$ cat config.mk
export PLATFORM = sky130hd
export DESIGN_NAME = car_request_unit_flat
export DESIGN_NICKNAME = d
export VERILOG_FILES = /design/src/rtl/car_request_unit_if.sv /design/src/rtl/car_request_unit.sv /design/src/flat_wrapper.sv
export SDC_FILE = /design/constraint.sdc
export NUM_CORES = 1
export LEC_CHECK = 0
export BUFFER_PORTS_ARGS = -buffer_cell sky130_fd_sc_hd__buf_2
export CAP_MARGIN = 20
export CORE_ASPECT_RATIO = 0.9
export CORE_UTILIZATION = 54
export DETAILED_ROUTE_END_ITERATION = 8
export GPL_TIMING_DRIVEN = 0
export PLACE_DENSITY = 0.77
export SLEW_MARGIN = 20
export SYNTH_ARGS = -nofsm -noshare
export SYNTH_HDL_FRONTEND = slang
export SYNTH_HIERARCHICAL = 1
export SYNTH_SLANG_ARGS = --single-unit
$ cat constraint.sdc
create_clock -name clk_2 -period 2.03 [get_ports clk_2]
set_input_delay 0.203 -clock clk_2 [delete_from_list [all_inputs] [get_ports clk_2]]
set_output_delay 0.203 -clock clk_2 [all_outputs]
set_load 0.03 [all_outputs]
$ cat src/rtl/car_request_unit_if.sv
// car_request_unit_if: sensor/grant inputs and demand outputs of car_request_unit.
// master = controller/stimulus side, slave = car_request_unit.
interface car_request_unit_if #(
  parameter int CNT_BITS = 4
) ();
  logic [1:0]          sensor_raw;
  logic [1:0]          grant;
  logic [1:0]          req;
  logic [1:0]          arrival;
  logic [CNT_BITS-1:0] count0;
  logic [CNT_BITS-1:0] count1;
  logic [1:0]          ovf;

  modport master (output sensor_raw, grant,
                  input  req, arrival, count0, count1, ovf);
  modport slave  (input  sensor_raw, grant,
                  output req, arrival, count0, count1, ovf);
endinterface

$ cat src/rtl/car_request_unit.sv
// car_request_unit: per-road sensor debounce, pending-car counting and level
// request generation feeding the traffic-light controller.
// Build macro: SENSOR_SYNC_EN inserts a 2-flop synchronizer on sensor_raw
// (+2 cycles sensor-to-arrival latency); undefined feeds sensor_raw directly.

// One road: debouncer, arrival pulse, saturating pending-car counter.
module car_request_lane #(
  parameter int DEBOUNCE_CYCLES = 4,
  parameter int CNT_BITS        = 4
) (
  input  logic                clk_2,
  input  logic                reset,
  input  logic                s,
  input  logic                gnt,
  output logic                req,
  output logic                arrival,
  output logic [CNT_BITS-1:0] count,
  output logic                ovf
);
  localparam int DB_W = (DEBOUNCE_CYCLES > 1) ? $clog2(DEBOUNCE_CYCLES) : 1;
  localparam logic [DB_W-1:0]     DB_LAST = DB_W'(DEBOUNCE_CYCLES - 1);
  localparam logic [CNT_BITS-1:0] CNT_MAX = '1;

  logic                db, db_nxt;
  logic [DB_W-1:0]     dbc, dbc_nxt;
  logic                rise, dep, sat;
  logic [CNT_BITS-1:0] cnt_nxt;

  // Next debounced level, arrival detect and counter update.
  always_comb begin
    db_nxt  = db;
    dbc_nxt = '0;
    rise    = 1'b0;
    if (s != db) begin
      if (dbc == DB_LAST) begin
        db_nxt = s;
        rise   = s;          // only 0->1 is a car
      end else begin
        dbc_nxt = dbc + 1'b1;
      end
    end
    dep     = gnt && (count != '0);
    sat     = 1'b0;
    cnt_nxt = count;
    if (rise && !dep) begin
      if (count == CNT_MAX) sat = 1'b1;
      else                  cnt_nxt = count + 1'b1;
    end else if (dep && !rise) begin
      cnt_nxt = count - 1'b1;
    end
  end

  // State and registered outputs; req tracks the new count so it is a flop too.
  always_ff @(posedge clk_2) begin
    if (reset) begin
      db      <= 1'b0;
      dbc     <= '0;
      arrival <= 1'b0;
      count   <= '0;
      req     <= 1'b0;
      ovf     <= 1'b0;
    end else begin
      db      <= db_nxt;
      dbc     <= dbc_nxt;
      arrival <= rise;
      count   <= cnt_nxt;
      req     <= (cnt_nxt != '0);
      ovf     <= ovf | sat;
    end
  end
endmodule

module car_request_unit #(
  parameter int DEBOUNCE_CYCLES = 4,
  parameter int CNT_BITS        = 4
) (
  input logic               clk_2,
  input logic               reset,
  car_request_unit_if.slave bus
);
  localparam int NUM_LANES = 2;

  logic [NUM_LANES-1:0]               s_samp, gnt_ok, req, arrival, ovf;
  logic [NUM_LANES-1:0][CNT_BITS-1:0] count;

`ifdef SENSOR_SYNC_EN
  logic [NUM_LANES-1:0] sync_q1, sync_q2;

  // Two-flop synchronizer between the raw switches and the debouncers.
  always_ff @(posedge clk_2) begin
    if (reset) begin
      sync_q1 <= '0;
      sync_q2 <= '0;
    end else begin
      sync_q1 <= bus.sensor_raw;
      sync_q2 <= sync_q1;
    end
  end
  assign s_samp = sync_q2;
`else
  assign s_samp = bus.sensor_raw;
`endif

  // Both roads green is illegal; treat it as all red so nobody departs.
  assign gnt_ok = (bus.grant == 2'b11) ? '0 : bus.grant;

  for (genvar i = 0; i < NUM_LANES; i++) begin : g_lane
    car_request_lane #(
      .DEBOUNCE_CYCLES(DEBOUNCE_CYCLES),
      .CNT_BITS       (CNT_BITS)
    ) u_lane (
      .clk_2  (clk_2),
      .reset  (reset),
      .s      (s_samp[i]),
      .gnt    (gnt_ok[i]),
      .req    (req[i]),
      .arrival(arrival[i]),
      .count  (count[i]),
      .ovf    (ovf[i])
    );
  end

  assign bus.req     = req;
  assign bus.arrival = arrival;
  assign bus.ovf     = ovf;
  assign bus.count0  = count[0];
  assign bus.count1  = count[1];
endmodule

$ cat src/flat_wrapper.sv
// flat-port wrapper written by rule: the top's interface ports become plain ports
module car_request_unit_flat 
#(
  parameter int DEBOUNCE_CYCLES = 4,
  parameter int CNT_BITS        = 4
)
  (clk_2, reset, bus_sensor_raw, bus_grant, bus_req, bus_arrival, bus_count0, bus_count1, bus_ovf);
  car_request_unit_if #(.CNT_BITS(CNT_BITS)) bus_i ();
  input logic clk_2;
  input logic reset;
  input wire logic [$bits(bus_i.sensor_raw)-1:0] bus_sensor_raw;
  input wire logic [$bits(bus_i.grant)-1:0] bus_grant;
  output wire logic [$bits(bus_i.req)-1:0] bus_req;
  output wire logic [$bits(bus_i.arrival)-1:0] bus_arrival;
  output wire logic [$bits(bus_i.count0)-1:0] bus_count0;
  output wire logic [$bits(bus_i.count1)-1:0] bus_count1;
  output wire logic [$bits(bus_i.ovf)-1:0] bus_ovf;
  assign bus_i.sensor_raw = bus_sensor_raw;
  assign bus_i.grant = bus_grant;
  assign bus_req = bus_i.req;
  assign bus_arrival = bus_i.arrival;
  assign bus_count0 = bus_i.count0;
  assign bus_count1 = bus_i.count1;
  assign bus_ovf = bus_i.ovf;
  car_request_unit #(.DEBOUNCE_CYCLES(DEBOUNCE_CYCLES), .CNT_BITS(CNT_BITS)) u_core (.clk_2(clk_2), .reset(reset), .bus(bus_i));
endmodule
==> results.md, run 1 <==
* Status: finished, final reports clean
* Violation count after the first detailed-route iteration at 23
* CTS clk-pin slew, worst paths at 0.11 ns
* Final Wtd Congestion at slightly below 0.8
* Critical setup path kind: reg -> reg
* Met2 wire length at 983 um
* CP Data Arrival Time at 1.90 ns
* Clk root buf: clkbuf_4
* Yosys warns at 6
* Max Fclk at 0.584 GHz
* Synth Flop Type: dfxtp_1
* Ranking of synthesized cells by area: dfxtp_1 35%, nor2_1 7.2%, ha_1 6.6%
* Post-CTS Resized at 0
* Pleak at about 0.00065 uW
* Worst VDD drop at 766 uV
* Number of synthesized flops with an enable pin at 0
* Avg Inst Size Synth at 9.10 um2
* Post-Route WL at ~2200 um
* Most common cell after layout, fill and taps aside: nor2_1
* Post-synth ARST share at 0
* Final setup TNS at 0 ns
* Met3 WL at 124 um
* Worst-Skew Late Latency at 0.30 ns
* Initial DRT Pass Iterations at 4
* Gr ovfl total at 0
* Final Max Slew Viols at 0
* GRT Overall Usage at 0.202
* Initial antenna violation count at 0
* Design Power at 1230 uW
* Tightest Pin Transition at about 0.42 ns
* DR vias/cell at 5.49
* Crit share post-route at 0.844
* Fillers at ~170
* First-pass GRT wire length at about 3400 um
* ANT cells at 0
* Core area at around 2000 um2
* Residual DRC at 0
* RSZ-0062 raised after global routing: no
* Die height at 45.7 um
* Synth area leader: dfxtp_1
* Routed len/inst at 12.5 um
* Maxcap violations at 0
* Final-report hold violation count at 0
* Largest net degree at the start of global routing at 13
* Die area at about 2300 um2
* H-tree Lvls at 1
* Sequential fraction of the synthesis area at 0.349
* Critical Path RT at between 2 and 2.5 ns
* DR vias at approximately 950
* CTS tree: yes
* Max Root-Sink Buffers at 2
* Crit start category: flip-flop
* Yosys cell types at 29
* Finish-stage setup viols at 0
* Pwr Density at 934 nW/um2
* Tmin final at 1.71 ns
* Port bufs at 18
* Tightest Hold Check Type: in -> reg
* Synth Instances at 126
* Slew margin rel. at 0.717
* Critical path endpoint category: flip-flop
* Std-Cell Rows at 15
* Layout cells sized above 1 at 0.223
* Setup bufs post-CTS at 0
* Syn Nets at 138
* Initial Utilization at 0.587
* Hold Buf Count CTS at 0
* Synthesis-to-finish area growth at 15.2%
* Mapped cell area at 1150 um2
* ANT nets after route at 0
* Flops & latches, synth at 20
* Max Used Layer: met4
* TritonCTS buffer count at 3
* Final core occ at 0.676
* Fin nets at between 150 and 200
* Most frequent cells in the layout: 22 x nor2_1, 20 x dfxtp_1, 18 x buf_2
* Met1 wire length at 1050 um
* Post-DP HPWL at approximately 1600 um
* Worst-path fanout max at 4
* Clock tree sinks at 20
* Clk_skew at 0.00377 ns
* Synth top area share at 0.349
* Die Wd at 50.6 um
* IO Count at 20
* Vias in the first global route at ~800
[metrics by stage]
stage	cells	instance area [um2]	hold WS (ns)	setup slack, ns
3_5_place_dp	169	1270	0.412	0.345
5_1_grt	173	1320	0.209	0.169
2_1_floorplan	126	1150	0.350	0.359
6_report	173	1320	0.225	0.316
4_1_cts	173	1320	0.218	0.328
3_3_place_gp	169	1270	0.406	0.338
[worst paths after layout]
path / startpoint / endpoint / slack (ns) / depth (start not counted)
worst max-delay path: u_core/g_lane[1].u_lane/dbc[0]$_SDFF_PP0_ / u_core/g_lane[1].u_lane/req$_SDFF_PP0_ / 0.32 / 6
worst min-delay path: bus_sensor_raw[1] / u_core/g_lane[1].u_lane/db$_SDFFE_PP0P_ / 0.22 / 3
worst max register to register: u_core/g_lane[1].u_lane/dbc[0]$_SDFF_PP0_ / u_core/g_lane[1].u_lane/req$_SDFF_PP0_ / 0.32 / 6
worst min register to register: u_core/g_lane[1].u_lane/dbc[0]$_SDFF_PP0_ / u_core/g_lane[1].u_lane/dbc[0]$_SDFF_PP0_ / 0.43 / 1
[synth_stat cells, types with 4 or more instances]
cell       instances
nor3_1             4
nor2_1            22
a31oi_1            6
dfxtp_1           20
ha_1               6
o2bb2ai_1          4
a21o_1             4
inv_1             10
xnor2_1            4
nand2_1            4
o21ai_0            4
or3_1              4
mux2i_1            4
[flip-flops by register name (all words and copies together), names as in the netlist]
| name | flops |
|---|---|
| u_core/g_lane.u_lane/arrival | 2 |
| u_core/g_lane.u_lane/ovf | 2 |
| u_core/g_lane.u_lane/req | 2 |
| u_core/g_lane.u_lane/db | 2 |
| u_core/g_lane.u_lane/dbc | 4 |
| u_core/g_lane.u_lane/count | 8 |
[where the power goes]
group | switching, uW | total [uW] | internal [uW]
Sequential | 48.5 | 488 | 440
Combinational | 261 | 422 | 162
Clock | 122 | 322 | 200
[area by class of cell]
class                           count  area, um2  area share
Multi-Input combinational cell     92        678       0.514
Buffer                              4       30.0      0.0227
Tap cell                           25       31.3      0.0237
Sequential cell                    20        400       0.303
Timing Repair Buffer               18       90.1      0.0682
Clock buffer                        3       22.5      0.0171
Inverter                           10       37.5      0.0284
Clock inverter                      1       30.0      0.0227
[layer usage]
| metal | up-vias | track usage |
|---|---|---|
| met3 | 2 | 0.0700 |
| met5 | - | 0 |
| met2 | 24 | 0.331 |
| met1 | 428 | 0.258 |
| li1 | 495 | - |
| met4 | 0 | 0.0500 |
[worst max-delay path: stages, from the launching register on]
cell     delay [ns]
dfxtp_1        0.35
ha_1           0.27
and3b_1        0.23
nand2_1        0.10
or3_1          0.32
a31oi_1        0.23
a31oi_1        0.11
[kinds of logic after synthesis]
| logic type | share of synthesized area |
|---|---|
| AND/OR/NAND/NOR | 0.253 |
| AO/OA/AOI/OAI | 0.207 |
| flip-flops | 0.349 |
| buffers and inverters | 0.0590 |
| adder cells (fa/ha/maj) | 0.0655 |
| XOR/XNOR | 0.0306 |
| multiplexers | 0.0349 |
Power figures use the tool's default switching activity.
==> run 2, diff against run 1 <==
==> constraint.sdc (replaced) <==
create_clock -name clk_2 -period 1.8 [get_ports clk_2]
set_input_delay 0.18 -clock clk_2 [delete_from_list [all_inputs] [get_ports clk_2]]
set_output_delay 0.18 -clock clk_2 [all_outputs]
set_load 0.03 [all_outputs]
==> run 2 against run 1 <==
- flip-flop and latch count stayed put
- final area increased by 0.66%
- cell count did not move
- total power up 13%
- critical endpoint is now u_core/g_lane[0].u_lane/req$_SDFF_PP0_
- highest routed layer unchanged
==> results.md, run 2 (synthesis gave the netlist of run 1 again) <==
* Status: finished, final reports clean
* Max Used Layer: met4
* Port bufs at 18
* Tightest Hold Check Type: in -> reg
* Die area at between 2000 and 2500 um2
* Pleak at 0.000648 uW
* Max Fclk at between 0.5 and 0.6 GHz
* Max Root-Sink Buffers at 2
* Largest net degree at the start of global routing at 13
* Most common cell after layout, fill and taps aside: nor2_1
* Fin cells at around 170
* CTS clk-pin slew, worst paths at 0.11 ns
* Die Wd at approximately 51 um
* Std-Cell Rows at 15
* RSZ-0062 raised after global routing: no
* Number of flip-flops in the largest register at 8
* Crit path launch: u_core/g_lane[0].u_lane/dbc[0]$_SDFF_PP0_
* Final-report hold violation count at 0
* Met1 wire length at between 1000 and 1500 um
* Initial Utilization at 0.587
* Worst-path fanout max at 4
* Fillers at between 150 and 200
* Tmin final at 1.70 ns
* Met2 wire length at 985 um
* TritonCTS buffer count at 3
* Final core occ at 0.681
* Residual DRC at 0
* Tightest Pin Transition at about 0.43 ns
* Layout cells sized above 1 at 0.236
* Worst R2R Path Depth at 6
* Clk_skew at 0.00541 ns
* Core area at 1950 um2
* Maxcap violations at 0
* Finish-stage setup viols at 0
* Top reg by flops: u_core/g_lane.u_lane/count
* Minimum hold slack at 0.204 ns
* Critical setup path kind: reg -> reg
* CP Data Arrival Time at 1.87 ns
* ANT cells at 0
* IO Count at 20
* Multi-input logic area at 687 um2
* ANT nets after route at 0
* First-pass GRT wire length at 3420 um
* Critical Path RT at 1.98 ns
* Final setup TNS at 0 ns
* Critical path endpoint category: flip-flop
* DR vias at 944
* Most frequent cells in the layout: 22 x nor2_1, 20 x dfxtp_1, 18 x buf_2
* Reg area at 400 um2
* Post-DP HPWL at between 1500 and 2000 um
* Clock tree sinks at 20
* Dpl cells at 169
* Fin nets at 161
* DR vias/cell at 5.46
* Initial DRT Pass Iterations at 4
* Largest regs: u_core/g_lane.u_lane/count (8), u_core/g_lane.u_lane/dbc (4)
* Die height at 45.7 um
* Reg-to-reg critical path startpoint: u_core/g_lane[0].u_lane/dbc[0]$_SDFF_PP0_
* Synthesis-to-finish area growth at 15.9%
* Crit share post-route at 0.943
* Final Max Slew Viols at 0
* Pwr Density at roughly 1000 nW/um2
* H-tree Lvls at 1
* Post-Route WL at 2170 um
* Violation count after the first detailed-route iteration at 21
* Gr ovfl total at 0
* Reg2reg setup slack at 0.10 ns
* Setup crit end: u_core/g_lane[0].u_lane/req$_SDFF_PP0_
* R2R Path End: u_core/g_lane[0].u_lane/req$_SDFF_PP0_
* Initial antenna violation count at 0
* Setup bufs post-CTS at 0
* Vias in the first global route at 818
* GRT Overall Usage at 0.202
* Worst VDD drop at 863 uV
* Final Wtd Congestion at 0.769
* Routed len/inst at 12.5 um
* Slew margin rel. at 0.715
* Clk root buf: clkbuf_4
* Met3 WL at roughly 120 um
* Worst-Skew Late Latency at 0.30 ns
* Crit start category: flip-flop
* CTS tree: yes
run 2: cell types whose count changed in the layout (fill, tap and decap cells not counted):
cell,previous run,this run
ha_1,6,5
a31oi_1,6,5
a31oi_2,0,1
ha_2,0,1
run 2: cell type report:
class	instances	area share
multi-input combinational	92	0.517
tap	25	0.0235
buffer	4	0.0226
clock inverter	1	0.0226
sequential	20	0.301
timing repair buffer	18	0.0678
inverter	10	0.0282
clock buffer	3	0.0169
run 2: worst min path at each step:
stage,endpoint,startpoint,cells past startpoint,slack [ns]
6_report,u_core/g_lane[1].u_lane/db$_SDFFE_PP0P_,bus_sensor_raw[1],3,0.20
4_1_cts,u_core/g_lane[1].u_lane/db$_SDFFE_PP0P_,bus_sensor_raw[1],3,0.20
3_5_place_dp,u_core/g_lane[1].u_lane/dbc[0]$_SDFF_PP0_,u_core/g_lane[1].u_lane/dbc[0]$_SDFF_PP0_,1,0.41
5_1_grt,u_core/g_lane[1].u_lane/db$_SDFFE_PP0P_,bus_sensor_raw[1],3,0.19
2_1_floorplan,u_core/g_lane[0].u_lane/db$_SDFFE_PP0P_,bus_sensor_raw[0],2,0.33
3_3_place_gp,u_core/g_lane[0].u_lane/dbc[0]$_SDFF_PP0_,u_core/g_lane[0].u_lane/dbc[0]$_SDFF_PP0_,1,0.41
run 2: routing by layer:
layer / vias to the layer above / GRT usage
li1: 495 / -
met1: 426 / 0.258
met2: 21 / 0.331
met3: 2 / 0.0700
met4: 0 / 0.0500
met5: - / 0
run 2: stage by stage:
stage,setup slack (ns),total power (uW),instance area (um2)
detailed placement,0.125,1030,1270
global route,0.0114,1470,1330
CTS,0.0981,1400,1320
global placement,0.131,1020,1270
floorplan,0.129,924,1150
finish,0.103,1390,1330
run 2: report_power, final:
group	switching (uW)	internal [uW]	total, uW	leakage (uW)
clock	136	225	361	0.0000279
combinational	294	183	477	0.000457
sequential	55.0	496	551	0.000163
run 2: critical path, cell delays in order, from the launching register on:
cell and delay [ns]:
dfxtp_1 0.35, ha_1 0.26, and3b_1 0.23, nand2_1 0.09
or3_1 0.31, a31oi_1 0.22, a31oi_1 0.11
run 2: timing repair:
action                                 4_1_cts  5_1_grt
resized for setup                            0        2
endpoints found under the hold margin        0        0
hold buffers                                 0        0
setup endpoints to repair                    0        1
==> run 3, diff against run 2 <==
--- a/config.mk
+++ b/config.mk
@@ -6,12 +6,11 @@
 export NUM_CORES = 1
 export LEC_CHECK = 0
 export BUFFER_PORTS_ARGS = -buffer_cell sky130_fd_sc_hd__buf_2
-export CAP_MARGIN = 20
 export CORE_ASPECT_RATIO = 0.9
 export CORE_UTILIZATION = 54
 export DETAILED_ROUTE_END_ITERATION = 8
 export GPL_TIMING_DRIVEN = 0
-export PLACE_DENSITY = 0.77
+export PLACE_DENSITY = 0.79
 export SLEW_MARGIN = 20
 export SYNTH_ARGS = -nofsm -noshare
 export SYNTH_HDL_FRONTEND = slang
==> run 3 against run 2 <==
- register-to-register slack about the same
- critical path depth unchanged
- final area unchanged
- fmax up 0.19%
- non-clock buffer count unchanged
- largest cell class unchanged
- highest routed layer unchanged
==> results.md, run 3 (synthesis gave the netlist of run 1 again) <==
* Largest regs: u_core/g_lane.u_lane/count (8), u_core/g_lane.u_lane/dbc (4)
* Residual DRC at 0
* Final core occ at 0.681
* Most frequent cells in the layout: 22 x nor2_1, 20 x dfxtp_1, 18 x buf_2
* Fin cells at 173
* Pleak at 0.000648 uW
* DR vias at 935
* DR vias/cell at roughly 5.4
* First-pass GRT wire length at 3040 um
* GRT Overall Usage at 0.180
* Clock tree sinks at 20
* Initial Utilization at 0.587
* Slew margin rel. at 0.742
* Number of flip-flops in the largest register at 8
* Part of the power in registers at 0.398
* Fillers at 174
* Worst-path fanout max at 4
* Crit share post-route at 0.941
* RSZ-0062 raised after global routing: no
* Worst R2R Path Depth at 6
* Max Fclk at 0.591 GHz
* Final worst slack at around 0.11 ns
* Post-Route WL at 2040 um
* Initial antenna violation count at 0
* Clk_skew at 0.00723 ns
* Port bufs at 18
* Worst-Skew Late Latency at 0.30 ns
* Post-DP HPWL at ~1600 um
* Switching Share at 0.347
* ANT nets after route at 0
* Max Root-Sink Buffers at 2
* Die height at about 46 um
* Status: finished, final reports clean
* Final Wtd Congestion at between 0.7 and 0.8
* Final setup TNS at 0 ns
* Die area at around 2300 um2
* Tmin final at 1.69 ns
* Top reg by flops: u_core/g_lane.u_lane/count
* Combinational share of power at 0.342
* Dpl cells at 169
* H-tree Lvls at 1
* CTS tree: yes
* Post-route cell area at 1330 um2
* Final-report hold violation count at 0
* CP Data Arrival Time at 1.87 ns
* Core area at 1950 um2
* Violation count after the first detailed-route iteration at 11
* Final Max Slew Viols at 0
* Vias in the first global route at 720
* Net switching power at 481 uW
* Critical Path Max Stage Delay at approximately 0.35 ns
* Routed len/inst at between 10 and 15 um
* Std-Cell Rows at 15
* Worst VDD drop at 649 uV
* Fin nets at roughly 160
* Share of total power in the clock network at 0.260
* Crit-path cells: ha_1, and3b_1, nand2_1, or3_1, a31oi_1, a31oi_1
* IO Count at 20
* Largest net degree at the start of global routing at 13
* Crit start category: flip-flop
* Hold path depth at 3
* Most common cell after layout, fill and taps aside: nor2_1
* CP dominant cell by count: a31oi_1
* Critical path endpoint category: flip-flop
* Layout cells sized above 1 at 0.236
* TritonCTS buffer count at 3
* Maxcap violations at 0
* Die Wd at about 51 um
* Tightest Hold Check Type: in -> reg
* Gr ovfl total at 0
* CTS clk-pin slew, worst paths at 0.12 ns
* Finish-stage setup viols at 0
* Critical setup path kind: reg -> reg
* Initial DRT Pass Iterations at 4
* Setup bufs post-CTS at 0
* DP Area at 1270 um2
* Internal at approximately 900 uW
* Pwr Density at 1040 nW/um2
* Critical Path RT at approximately 2.0 ns
* Synthesis-to-finish area growth at 15.9%
* Slowest cell on the critical path: dfxtp_1
* ANT cells at 0
* Clk root buf: clkbuf_4
* Tightest Pin Transition at 0.387 ns
* Setup Slack @ Placement at 0.0939 ns
==> run 3: cell counts in the layout (fill, tap and decap cells not counted) <==
Identical to the previous run, type by type.
==> run 3: repair_timing <==
item                                    4_1_cts  5_1_grt
resized for setup                             0        2
endpoints found under the setup margin        0        2
hold buffers                                  0        0
==> run 3: worst paths after layout <==
kind                                              from                                   endpoint  slack [ns]
min                                  bus_sensor_raw[0]    u_core/g_lane[0].u_lane/db$_SDFFE_PP0P_        0.20
max          u_core/g_lane[0].u_lane/dbc[0]$_SDFF_PP0_     u_core/g_lane[0].u_lane/req$_SDFF_PP0_        0.11
max reg2reg  u_core/g_lane[0].u_lane/dbc[0]$_SDFF_PP0_     u_core/g_lane[0].u_lane/req$_SDFF_PP0_        0.11
min reg2reg  u_core/g_lane[1].u_lane/dbc[0]$_SDFF_PP0_  u_core/g_lane[1].u_lane/dbc[0]$_SDFF_PP0_        0.43
==> run 3: area by class of cell <==
| cell class | instances | area (um2) | share of cell area |
|---|---|---|---|
| multi-input cells | 92 | 687 | 0.517 |
| flip-flops and latches | 20 | 400 | 0.301 |
| repair buffers | 18 | 90.1 | 0.0678 |
| inverters | 10 | 37.5 | 0.0282 |
| well taps | 25 | 31.3 | 0.0235 |
| clock inverters | 1 | 30.0 | 0.0226 |
| plain buffers | 4 | 30.0 | 0.0226 |
| clock buffers | 3 | 22.5 | 0.0169 |
==> run 3: worst max-delay path, delay by kind of cell, from the launching register on <==
| kind | cells | cell delay (ns) |
|---|---|---|
| AND/OR/NAND/NOR | 3 | 0.63 |
| AO/OA/AOI/OAI | 2 | 0.33 |
| adder cells (fa/ha/maj) | 1 | 0.26 |
| flip-flops | 1 | 0.35 |
==> run 3: power groups by stage <==
stage                     Sequential [uW]  Clock, uW  Combinational, uW
after global routing                  559        390                514
after floorplan                       649          0                275
after detailed placement              562          0                470
final                                 551        359                474
after CTS                             551        375                472
after global placement                557          0                459
==> run 3: through the flow <==
| stage | total power [uW] | hold slack, ns |
|---|---|---|
| floorplan | 924 | 0.327 |
| global placement | 1020 | 0.406 |
| detailed placement | 1030 | 0.420 |
| CTS | 1400 | 0.182 |
| global route | 1460 | 0.206 |
| finish | 1380 | 0.196 |
==> run 3: per-layer routing <==
metal	share of wire	wire (um)	up-vias	track usage
li1	-	-	491	-
met1	0.53	1090	427	0.242
met2	0.42	847	15	0.275
met3	0.039	80	2	0.0433
met4	0.010	21	0	0.0833
met5	0	0	-	0
